<file path="src/rtl/spi_pkg.sv">
// Shared types and constants for the SPI register responder and its pin synchronizer.
package spi_pkg;

  typedef enum logic [1:0] {
    IDLE = 2'd0,
    CMD  = 2'd1,
    DATA = 2'd2,
    DONE = 2'd3
  } state_e;

  localparam int unsigned CMD_RW_BIT  = 7;
  localparam int unsigned ADDR_W      = 7;
  localparam int unsigned BYTE_W      = 8;
  localparam int unsigned SYNC_STAGES = 2;

  function automatic logic addr_ok(input logic [ADDR_W-1:0] a, input int unsigned num_regs);
    return {{(32-ADDR_W){1'b0}}, a} < num_regs;
  endfunction

endpackage

</file>
<file path="src/rtl/spi_reg_responder_if.sv">
// SPI pins plus the register-write notification bus of the responder.
interface spi_reg_responder_if;
  import spi_pkg::*;

  logic                spi_clk;
  logic                mosi;
  logic                cs;
  logic                miso;
  logic                wr_valid;
  logic [ADDR_W-1:0]   wr_addr;
  logic [BYTE_W-1:0]   wr_data;
  logic                frame_err;

  modport master (
    output spi_clk, mosi, cs,
    input  miso, wr_valid, wr_addr, wr_data, frame_err
  );

  modport slave (
    input  spi_clk, mosi, cs,
    output miso, wr_valid, wr_addr, wr_data, frame_err
  );

endinterface

</file>
<file path="src/rtl/spi_pin_sync.sv">
// Oversampling synchronizers for spi_clk/mosi/cs with edge detection on spi_clk and cs.
module spi_pin_sync
  import spi_pkg::*;
(
  input  logic clk,
  input  logic reset,
  input  logic spi_clk_i,
  input  logic mosi_i,
  input  logic cs_i,
  output logic sclk_rise_o,
  output logic sclk_fall_o,
  output logic mosi_o,
  output logic cs_o,
  output logic cs_rise_o,
  output logic cs_fall_o
);

  logic [SYNC_STAGES-1:0] sclk_q;
  logic [SYNC_STAGES-1:0] mosi_q;
  logic [SYNC_STAGES-1:0] cs_q;
  logic                   sclk_prev_q;
  logic                   cs_prev_q;

  always_ff @(posedge clk or posedge reset) begin
    if (reset) begin
      sclk_q      <= '0;
      mosi_q      <= '0;
      cs_q        <= '1;
      sclk_prev_q <= 1'b0;
      cs_prev_q   <= 1'b1;
    end else begin
      sclk_q      <= {sclk_q[SYNC_STAGES-2:0], spi_clk_i};
      mosi_q      <= {mosi_q[SYNC_STAGES-2:0], mosi_i};
      cs_q        <= {cs_q[SYNC_STAGES-2:0], cs_i};
      sclk_prev_q <= sclk_q[SYNC_STAGES-1];
      cs_prev_q   <= cs_q[SYNC_STAGES-1];
    end
  end

  assign sclk_rise_o = sclk_q[SYNC_STAGES-1] & ~sclk_prev_q;
  assign sclk_fall_o = ~sclk_q[SYNC_STAGES-1] & sclk_prev_q;
  assign mosi_o      = mosi_q[SYNC_STAGES-1];
  assign cs_o        = cs_q[SYNC_STAGES-1];
  assign cs_rise_o   = cs_q[SYNC_STAGES-1] & ~cs_prev_q;
  assign cs_fall_o   = ~cs_q[SYNC_STAGES-1] & cs_prev_q;

endmodule

</file>
<file path="src/rtl/spi_reg_responder.sv">
// SPI mode-0 responder exposing NUM_REGS byte registers: {rw, addr[6:0]} then data, MSB first.
// Optional burst mode (address auto-increment per data byte) via `define SPI_REG_AUTO_INC_EN.
module spi_reg_responder
  import spi_pkg::*;
#(
  parameter int unsigned        NUM_REGS  = 8,
  parameter logic [BYTE_W-1:0]  RESET_VAL = 8'h00
) (
  input  logic                         clk,
  input  logic                         reset,
  spi_reg_responder_if.slave           bus,
  output logic [NUM_REGS*BYTE_W-1:0]   reg_out
);

  logic sclk_rise, sclk_fall, mosi_s, cs_s, cs_rise, cs_fall;

  spi_pin_sync u_sync (
    .clk         (clk),
    .reset       (reset),
    .spi_clk_i   (bus.spi_clk),
    .mosi_i      (bus.mosi),
    .cs_i        (bus.cs),
    .sclk_rise_o (sclk_rise),
    .sclk_fall_o (sclk_fall),
    .mosi_o      (mosi_s),
    .cs_o        (cs_s),
    .cs_rise_o   (cs_rise),
    .cs_fall_o   (cs_fall)
  );

  state_e              state_q, state_d;
  logic [2:0]          bit_cnt_q, bit_cnt_d;
  logic [BYTE_W-1:0]   rx_q, rx_d;
  logic [BYTE_W-1:0]   tx_q, tx_d;
  logic                rw_q, rw_d;
  logic [ADDR_W-1:0]   addr_q, addr_d;
  logic                wr_valid_q, wr_valid_d;
  logic [ADDR_W-1:0]   wr_addr_q, wr_addr_d;
  logic [BYTE_W-1:0]   wr_data_q, wr_data_d;
  logic                frame_err_q, frame_err_d;
  logic [BYTE_W-1:0]   regs_q [NUM_REGS];
  logic [BYTE_W-1:0]   rx_shifted;

  function automatic logic [BYTE_W-1:0] read_reg(input logic [ADDR_W-1:0] a);
    logic [BYTE_W-1:0] v;
    v = '0;
    for (int unsigned i = 0; i < NUM_REGS; i++) begin
      if (a == ADDR_W'(i)) v = regs_q[i];
    end
    return v;
  endfunction

  always_ff @(posedge clk or posedge reset) begin
    if (reset) begin
      state_q     <= IDLE;
      bit_cnt_q   <= '0;
      rx_q        <= '0;
      tx_q        <= '0;
      rw_q        <= 1'b0;
      addr_q      <= '0;
      wr_valid_q  <= 1'b0;
      wr_addr_q   <= '0;
      wr_data_q   <= '0;
      frame_err_q <= 1'b0;
    end else begin
      state_q     <= state_d;
      bit_cnt_q   <= bit_cnt_d;
      rx_q        <= rx_d;
      tx_q        <= tx_d;
      rw_q        <= rw_d;
      addr_q      <= addr_d;
      wr_valid_q  <= wr_valid_d;
      wr_addr_q   <= wr_addr_d;
      wr_data_q   <= wr_data_d;
      frame_err_q <= frame_err_d;
    end
  end

  always_comb begin
    state_d     = state_q;
    bit_cnt_d   = bit_cnt_q;
    rx_d        = rx_q;
    tx_d        = tx_q;
    rw_d        = rw_q;
    addr_d      = addr_q;
    wr_valid_d  = 1'b0;
    wr_addr_d   = wr_addr_q;
    wr_data_d   = wr_data_q;
    frame_err_d = 1'b0;
    rx_shifted  = {rx_q[BYTE_W-2:0], mosi_s};

    unique case (state_q)
      IDLE: begin
        if (cs_fall) begin
          state_d   = CMD;
          bit_cnt_d = '0;
          rx_d      = '0;
          tx_d      = '0;
          rw_d      = 1'b0;
          addr_d    = '0;
        end
      end

      CMD, DATA: begin
        if (cs_rise) begin
          state_d     = IDLE;
          frame_err_d = (bit_cnt_q != 3'd0);
        end else if (!cs_s) begin
          if (sclk_rise) begin
            rx_d      = rx_shifted;
            bit_cnt_d = bit_cnt_q + 3'd1;
            if (bit_cnt_q == 3'd7) begin
              if (state_q == CMD) begin
                state_d = DATA;
                rw_d    = rx_shifted[CMD_RW_BIT];
                addr_d  = rx_shifted[ADDR_W-1:0];
                tx_d    = rx_shifted[CMD_RW_BIT] ? read_reg(rx_shifted[ADDR_W-1:0]) : '0;
              end else begin
                if (!rw_q) begin
                  wr_valid_d = 1'b1;
                  wr_addr_d  = addr_q;
                  wr_data_d  = rx_shifted;
                end
`ifdef SPI_REG_AUTO_INC_EN
                addr_d = addr_q + 7'd1;
                if (rw_q) tx_d = read_reg(addr_q + 7'd1);
`else
                state_d = DONE;
`endif
              end
            end
          // The falling edge that ends the command byte (bit_cnt 0) must not shift:
          // the MSB is already presented from the load on the 8th rising edge.
          end else if (sclk_fall && (state_q == DATA) && rw_q && (bit_cnt_q != 3'd0)) begin
            tx_d = {tx_q[BYTE_W-2:0], 1'b0};
          end
        end
      end

      DONE: begin
        if (cs_rise) state_d = IDLE;
      end

      default: state_d = IDLE;
    endcase
  end

  // Register file commits one cycle after the wr_valid pulse; out-of-range addresses match nothing.
  always_ff @(posedge clk or posedge reset) begin
    if (reset) begin
      for (int unsigned i = 0; i < NUM_REGS; i++) regs_q[i] <= RESET_VAL;
    end else if (wr_valid_q && addr_ok(wr_addr_q, NUM_REGS)) begin
      for (int unsigned i = 0; i < NUM_REGS; i++) begin
        if (wr_addr_q == ADDR_W'(i)) regs_q[i] <= wr_data_q;
      end
    end
  end

  always_comb begin
    reg_out = '0;
    for (int unsigned i = 0; i < NUM_REGS; i++) reg_out[i*BYTE_W +: BYTE_W] = regs_q[i];
  end

  assign bus.miso      = ((state_q == DATA) && rw_q && !cs_s) ? tx_q[BYTE_W-1] : 1'b0;
  assign bus.wr_valid  = wr_valid_q;
  assign bus.wr_addr   = wr_addr_q;
  assign bus.wr_data   = wr_data_q;
  assign bus.frame_err = frame_err_q;

endmodule

</file>
<file path="src/flat_wrapper.sv">
// flat-port wrapper written by rule: the top's interface ports become plain ports
module spi_reg_responder_flat import spi_pkg::*;
#(
  parameter int unsigned        NUM_REGS  = 8,
  parameter logic [BYTE_W-1:0]  RESET_VAL = 8'h00
)
  (clk, reset, reg_out, bus_spi_clk, bus_mosi, bus_cs, bus_miso, bus_wr_valid, bus_wr_addr, bus_wr_data, bus_frame_err);
  spi_reg_responder_if bus_i ();
  input  logic clk;
  input  logic reset;
  output logic [NUM_REGS*BYTE_W-1:0] reg_out;
  input wire logic [$bits(bus_i.spi_clk)-1:0] bus_spi_clk;
  input wire logic [$bits(bus_i.mosi)-1:0] bus_mosi;
  input wire logic [$bits(bus_i.cs)-1:0] bus_cs;
  output wire logic [$bits(bus_i.miso)-1:0] bus_miso;
  output wire logic [$bits(bus_i.wr_valid)-1:0] bus_wr_valid;
  output wire logic [$bits(bus_i.wr_addr)-1:0] bus_wr_addr;
  output wire logic [$bits(bus_i.wr_data)-1:0] bus_wr_data;
  output wire logic [$bits(bus_i.frame_err)-1:0] bus_frame_err;
  assign bus_i.spi_clk = bus_spi_clk;
  assign bus_i.mosi = bus_mosi;
  assign bus_i.cs = bus_cs;
  assign bus_miso = bus_i.miso;
  assign bus_wr_valid = bus_i.wr_valid;
  assign bus_wr_addr = bus_i.wr_addr;
  assign bus_wr_data = bus_i.wr_data;
  assign bus_frame_err = bus_i.frame_err;
  spi_reg_responder #(.NUM_REGS(NUM_REGS), .RESET_VAL(RESET_VAL)) u_core (.clk(clk), .reset(reset), .bus(bus_i), .reg_out(reg_out));
endmodule
</file>
<file path="config.mk">
export PLATFORM = sky130hd
export DESIGN_NAME = spi_reg_responder_flat
export DESIGN_NICKNAME = d
export VERILOG_FILES = /design/src/rtl/spi_pkg.sv /design/src/rtl/spi_reg_responder_if.sv /design/src/rtl/spi_pin_sync.sv /design/src/rtl/spi_reg_responder.sv /design/src/flat_wrapper.sv
export SDC_FILE = /design/constraint.sdc
export NUM_CORES = 1
export LEC_CHECK = 0
export BUFFER_PORTS_ARGS = -buffer_cell sky130_fd_sc_hd__buf_2
export CAP_MARGIN = 40
export CORE_ASPECT_RATIO = 1.4
export CORE_MARGIN = 2
export CORE_UTILIZATION = 35
export DETAILED_ROUTE_END_ITERATION = 10
export PLACE_DENSITY_LB_ADDON = 0.2
export SLEW_MARGIN = 10
export SYNTH_ARGS = -nofsm -noshare
export SYNTH_HDL_FRONTEND = slang
export SYNTH_HIERARCHICAL = 1
export SYNTH_SLANG_ARGS = --single-unit
</file>
<file path="constraint.sdc">
create_clock -name clk -period 10.5 [get_ports clk]
set_clock_uncertainty 0.2 [all_clocks]
set_input_delay 1.05 -clock clk [delete_from_list [all_inputs] [get_ports clk]]
set_output_delay 1.05 -clock clk [all_outputs]
set_load 0.005 [all_outputs]
</file>
==> flow_metrics.env, run 1 <==
export IMPL_outcome="finished clean"
export IMPL_grt_overflow_total=0
export IMPL_syn_num_nets=413
export IMPL_cts_resized=0
export IMPL_routed_via_density=5.05
export IMPL_detailed_route_wl_um=12900
export IMPL_layout_nets=507
export IMPL_worst_r2r_cell_count=6
export IMPL_synth_fa_ha_area_share_pct=1.66
export IMPL_hold_buffers=0
export IMPL_ff_latch_area_um2=2930
export IMPL_max_slew_margin_pct=60.1
export IMPL_crit_path_start_kind="register"
export IMPL_crit_path_max_fanout=4
export IMPL_global_route_usage_total_pct=16.9
export IMPL_final_hold_violation_count=0
export IMPL_floorplan_io_pins=87
export IMPL_clock_tree_buffer_depth=2
export IMPL_wire_per_inst_um=18.4
export IMPL_critical_path_at_ns=1.47
export IMPL_synth_largest_area_cell="sky130_fd_sc_hd__dfrtp_1"
export IMPL_hold_path_cell_count=0
export IMPL_yosys_top_cells_count="sky130_fd_sc_hd__dfrtp_1 (114), sky130_fd_sc_hd__mux2_2 (78), sky130_fd_sc_hd__o21ai_0 (28)"
export IMPL_avg_inst_size_synth_um2=13.2
export IMPL_clkSinkCount=117
export IMPL_top_area_cells_in_the_synthesized_netlist="sky130_fd_sc_hd__dfrtp_1 (54%), sky130_fd_sc_hd__mux2_2 (17%), sky130_fd_sc_hd__mux4_2 (3.4%), sky130_fd_sc_hd__o21ai_0 (2.7%), sky130_fd_sc_hd__mux2_4 (2.3%)"
export IMPL_first_global_vias=3685
export IMPL_worst_hold_path_endpoint="u_core/u_sync/mosi_q[1]"
export IMPL_clock_tree_from_tritoncts="done"
export IMPL_dp_hpwl_um=9180
export IMPL_fin_crit_sh_pct=25.9
export IMPL_layout_area_overhead_vs_synth_pct=24.7
export IMPL_number_of_nets_with_antenna_violations_after_detailed_routing=0
export IMPL_multi_input_comb_area_um2=2170
export IMPL_total_of_fill_cells_in_the_finished_design=1380
export IMPL_yosys_cell_count_top_type="sky130_fd_sc_hd__dfrtp_1"
export IMPL_grt_start_max_net_pins=48
export IMPL_drive_gt1_share_pct=46.7
export IMPL_portBuffers=86
export IMPL_placeableCoreArea_um2=14900
export IMPL_r2r_start="u_core/state_q[1]"
export IMPL_synth_cell_type_count=44
export IMPL_synth_top_cell_area_share_pct=54.0
export IMPL_via_count=3532
export IMPL_die_x_um=108
export IMPL_cts_repair_timing_setup_buffer_count=0
export IMPL_drv_max_cap_violation_count=0
export IMPL_rsz0062_at_grt="false"
export IMPL_layout_min_cycle_time_ns=2.72
export IMPL_ys_dominant_reg_cell="sky130_fd_sc_hd__dfrtp_1"
export IMPL_postSynth_asyncResetShare_pct=100
export IMPL_worstSetupEndpointType="primary output"
export IMPL_die_h_um=149
export IMPL_drt_pre_antenna_iters=4
export IMPL_post_synth_xor_area_fraction_pct=0
export IMPL_antenna_cells=0
export IMPL_clockRootBuffer="sky130_fd_sc_hd__clkbuf_16"
export IMPL_dominant_combinational_cell_family_by_area_after_synthesis="multiplexers"
export IMPL_design_die_area_um2=16100
export IMPL_post_layout_total_power_mw=1.33
export IMPL_antenna_found_initial=0
export IMPL_slew_viols_final=0
export IMPL_routabilityCongestion=0.806
export IMPL_grt_first_pass_wirelength_um=20100
export IMPL_syn_inst=401
export IMPL_peakVddDrop_uv=119
export IMPL_post_synth_and_or_nand_nor_area_fraction_pct=8.89
export IMPL_worst_r2r_setup_slack_ns=7.80
export IMPL_post_route_util_pct=44.3
export IMPL_synth_edff_count=0
export IMPL_cts_reportedPaths_clkPinSlew_ns=0.05
export IMPL_crit_required_ns=9.25
export IMPL_power_per_cell_area_nw_per_um2=202
export IMPL_clkLatencyLatePin_ns=0.41
export IMPL_first_iter_violations=160
export IMPL_rows=53
export IMPL_drc=0
export IMPL_power_static_leakage_nw=3.36
export IMPL_sequential_element_share_of_the_synthesized_area_pct=55.5
export IMPL_holdCritPathClass="reg -> reg"
export IMPL_share_of_the_synthesized_area_in_compound_gates_ao_oa_aoi_oai_pct=7.77
export IMPL_worstReg2RegEnd="u_core/bus.wr_data[2]"
export IMPL_floorplan_initialDensity_pct=35.5
export IMPL_fmaxAchievable_ghz=0.368
export IMPL_critical_path_class="reg -> out"
export IMPL_synth_warnings=6
export IMPL_synth_seq_cells=117
export IMPL_setup_violations_final=0
export IMPL_synthesis_area_um2=5280
export IMPL_numCtsBuffers=17
export IMPL_muxShareOfSynthArea_pct=22.7
export IMPL_htreeDepth=4
export IMPL_timing_setup_tns_ns=0
export IMPL_transition_time_of_the_tightest_slew_check_pin_ns=0.599
export IMPL_worstHoldStart="u_core/u_sync/mosi_q[0]"
export IMPL_worstSetupStartpoint="u_core/state_q[0]"
## power breakdown
| part | internal (mW) | switching [mW] |
|---|---|---|
| clock | 0.405 | 0.208 |
| sequential | 0.477 | 0.0216 |
| combinational | 0.0718 | 0.147 |
| total | 0.954 | 0.377 |
## placed cells by master (no fill, tap or decap), drive strengths merged, types with 2 or more instances in the layout
master	count
dfrtp	114
buf	92
mux2	87
o21ai	29
inv	28
nand2	24
clkbuf	18
o22ai	17
nand3	9
mux4	8
o31ai	8
o221ai	7
ha	7
nor2b	5
clkinv	5
bufinv	4
a21oi	4
and2b	4
nor2	4
nor3	4
clkinvlp	3
nand2b	3
dfstp	3
nor3b	3
nand4b	3
nand3b	3
and3	2
or3	2
nor4	2
## registers in the layout (all words and copies together) (netlist names)
name and cells:
u_core/reg_out 64, u_core/bus.wr_data 8, u_core/tx_q 8, u_core/addr_q 7
u_core/bus.wr_addr 7, u_core/rx_q 7, u_core/bit_cnt_q 3, u_core/state_q 2
u_core/u_sync/cs_q 2, u_core/u_sync/mosi_q 2, u_core/u_sync/sclk_q 2, u_core/bus.frame_err 1
u_core/bus.wr_valid 1, u_core/rw_q 1, u_core/u_sync/cs_prev_q 1, u_core/u_sync/sclk_prev_q 1
## layout make-up
class	count	share of cell area (%)
sequential	117	44.5
multi-input combinational	241	33.0
timing repair buffer	92	7.64
clock buffer	18	6.67
tap	192	3.65
clock inverter	14	3.04
inverter	26	1.52
## metrics by stage
stage | hold WS [ns] | cell area, um2 | instances | worst slack (ns)
after floorplan | 0.131 | 5280 | 401 | 6.38
after global placement | 0.133 | 5900 | 665 | 7.82
after detailed placement | 0.137 | 5950 | 668 | 7.78
after CTS | 0.149 | 6590 | 700 | 7.76
after global routing | 0.155 | 6590 | 700 | 7.54
final | 0.148 | 6590 | 700 | 7.78
## how the worst max path moves through the flow
stage,endpoint,slack [ns],cells after the start
6_report,bus_miso,7.78,4
5_1_grt,u_core/bus.wr_data[2],7.54,6
4_1_cts,u_core/bus.wr_data[2],7.76,6
3_5_place_dp,u_core/bus.wr_data[2],7.78,6
3_3_place_gp,u_core/addr_q[3],7.82,6
2_1_floorplan,u_core/addr_q[0],6.38,1
## kinds of logic after synthesis
group / Yosys count
adder cells (fa/ha/maj): 7
AO/OA/AOI/OAI: 67
flip-flops: 117
multiplexers: 96
buffers and inverters: 43
AND/OR/NAND/NOR: 71
## worst max-delay path, cell delays in order, from the launching register on
cell                      delay [ns]
sky130_fd_sc_hd__dfrtp_1        0.41
sky130_fd_sc_hd__inv_1          0.11
sky130_fd_sc_hd__ha_1           0.22
sky130_fd_sc_hd__and4b_1        0.21
sky130_fd_sc_hd__buf_2          0.12
## routing by layer
| layer | up-vias | routed length [um] | track usage [%] |
|---|---|---|---|
| met5 | - | 0 | 0 |
| met4 | 0 | 359 | 8.72 |
| met3 | 17 | 496 | 4.06 |
| met2 | 92 | 6880 | 29.2 |
| met1 | 1773 | 5140 | 19.2 |
| li1 | 1650 | - | - |
Note: power is estimated with default switching activity, not from simulation.
==> run 2, diff against run 1 <==
Clock period 10.5 ns to 2.85 ns, I/O delays scaled along.
==> flow_metrics.env, run 2 (synthesized netlist as in run 1, its figures left out) <==
export IMPL_critical_path_depth=7
export IMPL_critPathTopFamily="compound AO/OA/AOI/OAI gates"
export IMPL_crit_path_start_kind="register"
export IMPL_drv_max_cap_violation_count=0
export IMPL_power_per_cell_area_nw_per_um2=758
export IMPL_layout_nets=518
export IMPL_global_route_usage_total_pct=17.2
export IMPL_floorplan_initialDensity_pct=35.5
export IMPL_hold_path_cell_count=0
export IMPL_worstSetupEndpointType="register"
export IMPL_timing_critical_path_buf_inv=1
export IMPL_drive_gt1_share_pct=47.0
export IMPL_fin_crit_sh_pct=83.5
export IMPL_worst_r2r_cell_count=7
export IMPL_clkLatencyLatePin_ns=0.41
export IMPL_critical_path_class="reg -> reg"
export IMPL_layout_min_cycle_time_ns=2.38
export IMPL_grt_start_max_net_pins=41
export IMPL_design_die_area_um2=16100
export IMPL_crit_required_ns=2.96
export IMPL_die_x_um=108
export IMPL_grt_overflow_total=0
export IMPL_placeableCoreArea_um2=14900
export IMPL_largest_register_ffs=64
export IMPL_antenna_cells=0
export IMPL_drc=0
export IMPL_fmaxAchievable_ghz=0.420
export IMPL_wire_per_inst_um=18.7
export IMPL_multi_input_comb_area_um2=2170
export IMPL_holdCritPathClass="reg -> reg"
export IMPL_crit_path_max_incr_delay_ns=0.51
export IMPL_peakVddDrop_uv=326
export IMPL_first_global_vias=3698
export IMPL_drt_pre_antenna_iters=4
export IMPL_via_count=3599
export IMPL_layout_cells_most_common_list="sky130_fd_sc_hd__dfrtp_1 (114), sky130_fd_sc_hd__buf_2 (86), sky130_fd_sc_hd__mux2_2 (78)"
export IMPL_grt_first_pass_wirelength_um=20700
export IMPL_critical_path_slowest_cell="sky130_fd_sc_hd__o311a_1"
export IMPL_total_of_fill_cells_in_the_finished_design=1357
export IMPL_layout_area_overhead_vs_synth_pct=26.7
export IMPL_clockRootBuffer="sky130_fd_sc_hd__clkbuf_16"
export IMPL_max_slew_margin_pct=51.8
export IMPL_clkSinkCount=117
export IMPL_rows=53
export IMPL_cts_reportedPaths_clkPinSlew_ns=0.06
export IMPL_final_common_cell="sky130_fd_sc_hd__dfrtp_1"
export IMPL_final_hold_violation_count=0
export IMPL_clock_tree_buffer_depth=2
export IMPL_timing_critical_path_cells="inv_1 -> ha_1 -> nor2b_1 -> o21bai_1 -> o311a_1 -> nand3_1 -> o221ai_1"
export IMPL_die_h_um=149
export IMPL_timing_setup_tns_ns=0
export IMPL_routed_via_density=5.06
export IMPL_power_static_leakage_nw=3.41
export IMPL_htreeDepth=4
export IMPL_antenna_found_initial=0
export IMPL_dp_hpwl_um=9500
export IMPL_portBuffers=86
export IMPL_number_of_nets_with_antenna_violations_after_detailed_routing=0
export IMPL_floorplan_io_pins=87
export IMPL_transition_time_of_the_tightest_slew_check_pin_ns=0.721
export IMPL_first_iter_violations=145
export IMPL_rsz0062_at_grt="false"
export IMPL_setup_violations_final=0
export IMPL_numCtsBuffers=17
export IMPL_clock_tree_from_tritoncts="done"
export IMPL_crit_path_max_fanout=15
export IMPL_routabilityCongestion=0.841
export IMPL_outcome="finished clean"
export IMPL_slew_viols_final=0
export IMPL_critical_path_at_ns=2.49
export IMPL_ff_latch_area_um2=2930
export IMPL_detailed_route_wl_um=13300
export IMPL_post_route_util_pct=45.0
run 2: cell count changes in the layout (fill, tap and decap cells not counted), sizes merged:
cell,before,now
clkinv,5,4
buf,92,99
bufinv,4,5
dlygate4sd3,0,4
run 2: layer usage:
metal	share of wire [%]	track usage (%)	wire [um]	up-vias
met4	2.4	7.24	317	0
met2	53	29.8	7050	84
li1	-	-	-	1675
met1	41	20.2	5420	1820
met3	3.9	4.15	513	20
met5	0	0	0	-
run 2: per-stage QoR:
stage / instances / hold slack [ns] / power [mW] / setup WS, ns / cell area, um2
after floorplan: 401 / -0.101 / 2.45 / 0.712 / 5280
after global placement: 675 / 0.0626 / 2.70 / 0.491 / 5980
after detailed placement: 675 / 0.0680 / 2.73 / 0.498 / 5980
after global routing: 711 / 0.164 / 5.31 / 0.240 / 6690
final: 711 / 0.150 / 5.07 / 0.470 / 6690
after CTS: 711 / 0.152 / 5.12 / 0.458 / 6690
run 2: final cells by class:
cell class | instances | area share (%)
Sequential cell | 117 | 43.8
Multi-Input combinational cell | 241 | 32.5
Timing Repair Buffer | 103 | 8.68
Clock buffer | 18 | 6.57
Tap cell | 192 | 3.59
Clock inverter | 14 | 3.33
Inverter | 26 | 1.52
run 2: power by group:
| part | total, mW | switching, mW | internal [mW] |
|---|---|---|---|
| Sequential | 1.87 | 0.115 | 1.76 |
| Combinational | 0.823 | 0.531 | 0.292 |
| Clock | 2.38 | 0.792 | 1.58 |
| Total | 5.07 | 1.44 | 3.63 |
run 2: path summary, 6_finish.rpt:
path	startpoint	to	slack (ns)
min in group asynchronous	reset	u_core/u_sync/sclk_q[0]	0.17
worst min register to register	u_core/u_sync/sclk_q[0]	u_core/u_sync/sclk_q[1]	0.15
worst min-delay path	u_core/u_sync/sclk_q[0]	u_core/u_sync/sclk_q[1]	0.15
worst max register to register	u_core/state_q[0]	u_core/tx_q[6]	0.47
worst max-delay path	u_core/state_q[0]	u_core/tx_q[6]	0.47
max in group asynchronous	reset	u_core/reg_out[15]	1.34
run 2: worst register-to-register path, cell delays in order (launching register included):
cell and delay, ns:
sky130_fd_sc_hd__dfrtp_1 0.39, sky130_fd_sc_hd__inv_1 0.08, sky130_fd_sc_hd__ha_1 0.40, sky130_fd_sc_hd__nor2b_1 0.29, sky130_fd_sc_hd__o21bai_1 0.17, sky130_fd_sc_hd__o311a_1 0.51, sky130_fd_sc_hd__nand3_1 0.15, sky130_fd_sc_hd__o221ai_1 0.10
run 2: what timing repair did:
action | in CTS | in global routing
setup buffers | 0 | 0
hold buffers | 4 | 0
endpoints found under the hold margin | 37 | 0
resized for setup | 0 | 0
==> run 3, diff against run 2 <==
Clock period 2.85 ns to 1.95 ns, I/O delays scaled along.
==> flow_metrics.env, run 3 (synthesized netlist as in run 1, its figures left out) <==
export IMPL_outcome="finished with violations"
export IMPL_violated_checks="negative setup slack"
export IMPL_routed_via_density=5.11
export IMPL_globalRoute_busiestLayer="met2"
export IMPL_critical_path_at_ns=2.15
export IMPL_groute_layer_met1_usage_pct=21.5
export IMPL_max_slew_margin_pct=60.6
export IMPL_crit_required_ns=2.04
export IMPL_antenna_found_initial=0
export IMPL_first_iter_violations=194
export IMPL_drt_pre_antenna_iters=4
export IMPL_htreeDepth=4
export IMPL_first_global_vias=4038
export IMPL_numCtsBuffers=17
export IMPL_crit_path_start_kind="register"
export IMPL_net_switching_power_mw=2.60
export IMPL_slew_viols_final=0
export IMPL_rsz0062_at_grt="true"
export IMPL_crit_path_max_incr_delay_ns=0.41
export IMPL_global_route_usage_total_pct=18.3
export IMPL_power_sequential_fraction_pct=32.9
export IMPL_critPathTopFamily="simple AND/OR/NAND/NOR gates"
export IMPL_grt_start_max_net_pins=109
export IMPL_power_static_leakage_nw=3.85
export IMPL_via_count=3887
export IMPL_die_h_um=149
export IMPL_portBuffers=86
export IMPL_number_of_nets_with_antenna_violations_after_detailed_routing=0
export IMPL_place_ws_ns=-0.101
export IMPL_post_route_util_pct=52.0
export IMPL_sw_frac_of_total_pct=31.7
export IMPL_timing_setup_tns_ns=-3.89
export IMPL_power_per_cell_area_nw_per_um2=1060
export IMPL_detailed_route_wl_um=14700
export IMPL_worstReg2RegEnd="u_core/reg_out[14]"
export IMPL_multi_input_comb_area_um2=2700
export IMPL_floorplan_initialDensity_pct=35.5
export IMPL_timing_critical_path_buf_inv=2
export IMPL_crit_path_max_fanout=5
export IMPL_rows=53
export IMPL_drive_gt1_share_pct=62.7
export IMPL_antenna_cells=0
export IMPL_ff_latch_area_um2=2930
export IMPL_final_common_cell="sky130_fd_sc_hd__dfrtp_1"
export IMPL_layout_min_cycle_time_ns=2.05
export IMPL_drc=0
export IMPL_clkSinkCount=117
export IMPL_post_layout_total_power_mw=8.21
export IMPL_r2r_start="u_core/bus.wr_addr[6]"
export IMPL_drv_max_cap_violation_count=0
export IMPL_power_report_internal_total_mw=5.61
export IMPL_clkLatencyLatePin_ns=0.41
export IMPL_clock_tree_from_tritoncts="done"
export IMPL_layout_area_overhead_vs_synth_pct=46.2
export IMPL_layout_cells_most_common_list="sky130_fd_sc_hd__dfrtp_1 (114), sky130_fd_sc_hd__buf_2 (86), sky130_fd_sc_hd__mux2_2 (54)"
export IMPL_floorplan_io_pins=87
export IMPL_dp_cells=704
export IMPL_gr_usage_met2_pct=32.3
export IMPL_fin_area_um2=7720
export IMPL_clock_tree_buffer_depth=2
export IMPL_grt_first_pass_wirelength_um=22000
export IMPL_peakVddDrop_uv=443
export IMPL_comb_power_share_pct=31.6
export IMPL_layout_nets=567
export IMPL_total_of_fill_cells_in_the_finished_design=1287
export IMPL_clockRootBuffer="sky130_fd_sc_hd__clkbuf_16"
export IMPL_setup_violations_final=75
export IMPL_global_route_usage_met3_pct=4.02
export IMPL_worst_r2r_cell_count=6
export IMPL_critical_path_slowest_cell="sky130_fd_sc_hd__dfrtp_1"
export IMPL_dp_hpwl_um=9460
export IMPL_fin_crit_sh_pct=105
export IMPL_final_hold_violation_count=0
export IMPL_holdCritPathClass="in -> async"
export IMPL_largest_register_ffs=64
export IMPL_worstSetupEndpointType="register"
export IMPL_design_die_area_um2=16100
export IMPL_die_x_um=108
export IMPL_timing_critical_path_cells="nor4_4 -> buf_4 -> nand3b_4 -> nor3b_4 -> buf_6 -> mux2_4"
export IMPL_critical_path_class="reg -> reg"
export IMPL_layout_cells_non_filler=760
export IMPL_transition_time_of_the_tightest_slew_check_pin_ns=0.591
export IMPL_grt_overflow_total=0
export IMPL_setup_ws_ns=-0.104
export IMPL_clockPowerShare_pct=35.5
export IMPL_worst_r2r_setup_slack_ns=-0.10
export IMPL_cts_reportedPaths_clkPinSlew_ns=0.06
export IMPL_wire_per_inst_um=19.3
export IMPL_routabilityCongestion=0.836
export IMPL_placeableCoreArea_um2=14900
export IMPL_worst_hold_slack_after_final_layout_ns=0.0639
export IMPL_fmaxAchievable_ghz=0.487
export IMPL_placedInstanceArea_um2=6300
run 3: how the worst max path moves through the flow:
stage                     slack, ns                  to                  start  depth (start not counted)
after floorplan               -0.03   u_core/state_q[0]      u_core/state_q[1]                          8
after global placement        -0.13    u_core/addr_q[5]    u_core/bit_cnt_q[0]                          5
after detailed placement      -0.10  u_core/reg_out[36]  u_core/bus.wr_addr[3]                          5
after CTS                     -0.11  u_core/reg_out[36]  u_core/bus.wr_addr[3]                          5
after global routing          -0.18  u_core/reg_out[14]  u_core/bus.wr_addr[6]                          6
final                         -0.10  u_core/reg_out[14]  u_core/bus.wr_addr[6]                          6
run 3: worst register-to-register path, cell delays in order, from the launching register on:
cell,delay [ns]
sky130_fd_sc_hd__dfrtp_1,0.41
sky130_fd_sc_hd__nor4_4,0.30
sky130_fd_sc_hd__buf_4,0.16
sky130_fd_sc_hd__nand3b_4,0.13
sky130_fd_sc_hd__nor3b_4,0.27
sky130_fd_sc_hd__buf_6,0.18
sky130_fd_sc_hd__mux2_4,0.30
run 3: what timing repair did:
action	4_1_cts	5_1_grt
endpoints found under the setup margin	85	97
pin swaps	6	25
hold endpoints to repair	120	0
resized for setup	46	91
cloned	1	6
hold buffers	5	0
buffers inserted	2	10
run 3: layout make-up:
class                           instances  area share, %
Multi-Input combinational cell        241           35.0
Timing Repair Buffer                  152           15.3
Tap cell                              192           3.11
Clock inverter                         12           1.38
Inverter                               26           1.35
Clock buffer                           20           5.92
Sequential cell                       117           38.0
run 3: per-layer routing:
layer  share of wire (%)  up-vias
met5                   0        -
met4                 1.6        0
met3                 3.1       17
met2                  55       84
met1                  40     2014
li1                    -     1772
run 3: power groups by stage:
stage	registers [mW]	clock network (mW)	logic, mW
2_1_floorplan	2.68	0	0.945
3_3_place_gp	2.72	0	1.51
3_5_place_dp	2.72	0	1.54
4_1_cts	2.68	2.98	1.69
5_1_grt	2.72	3.12	2.78
6_report	2.70	2.91	2.60
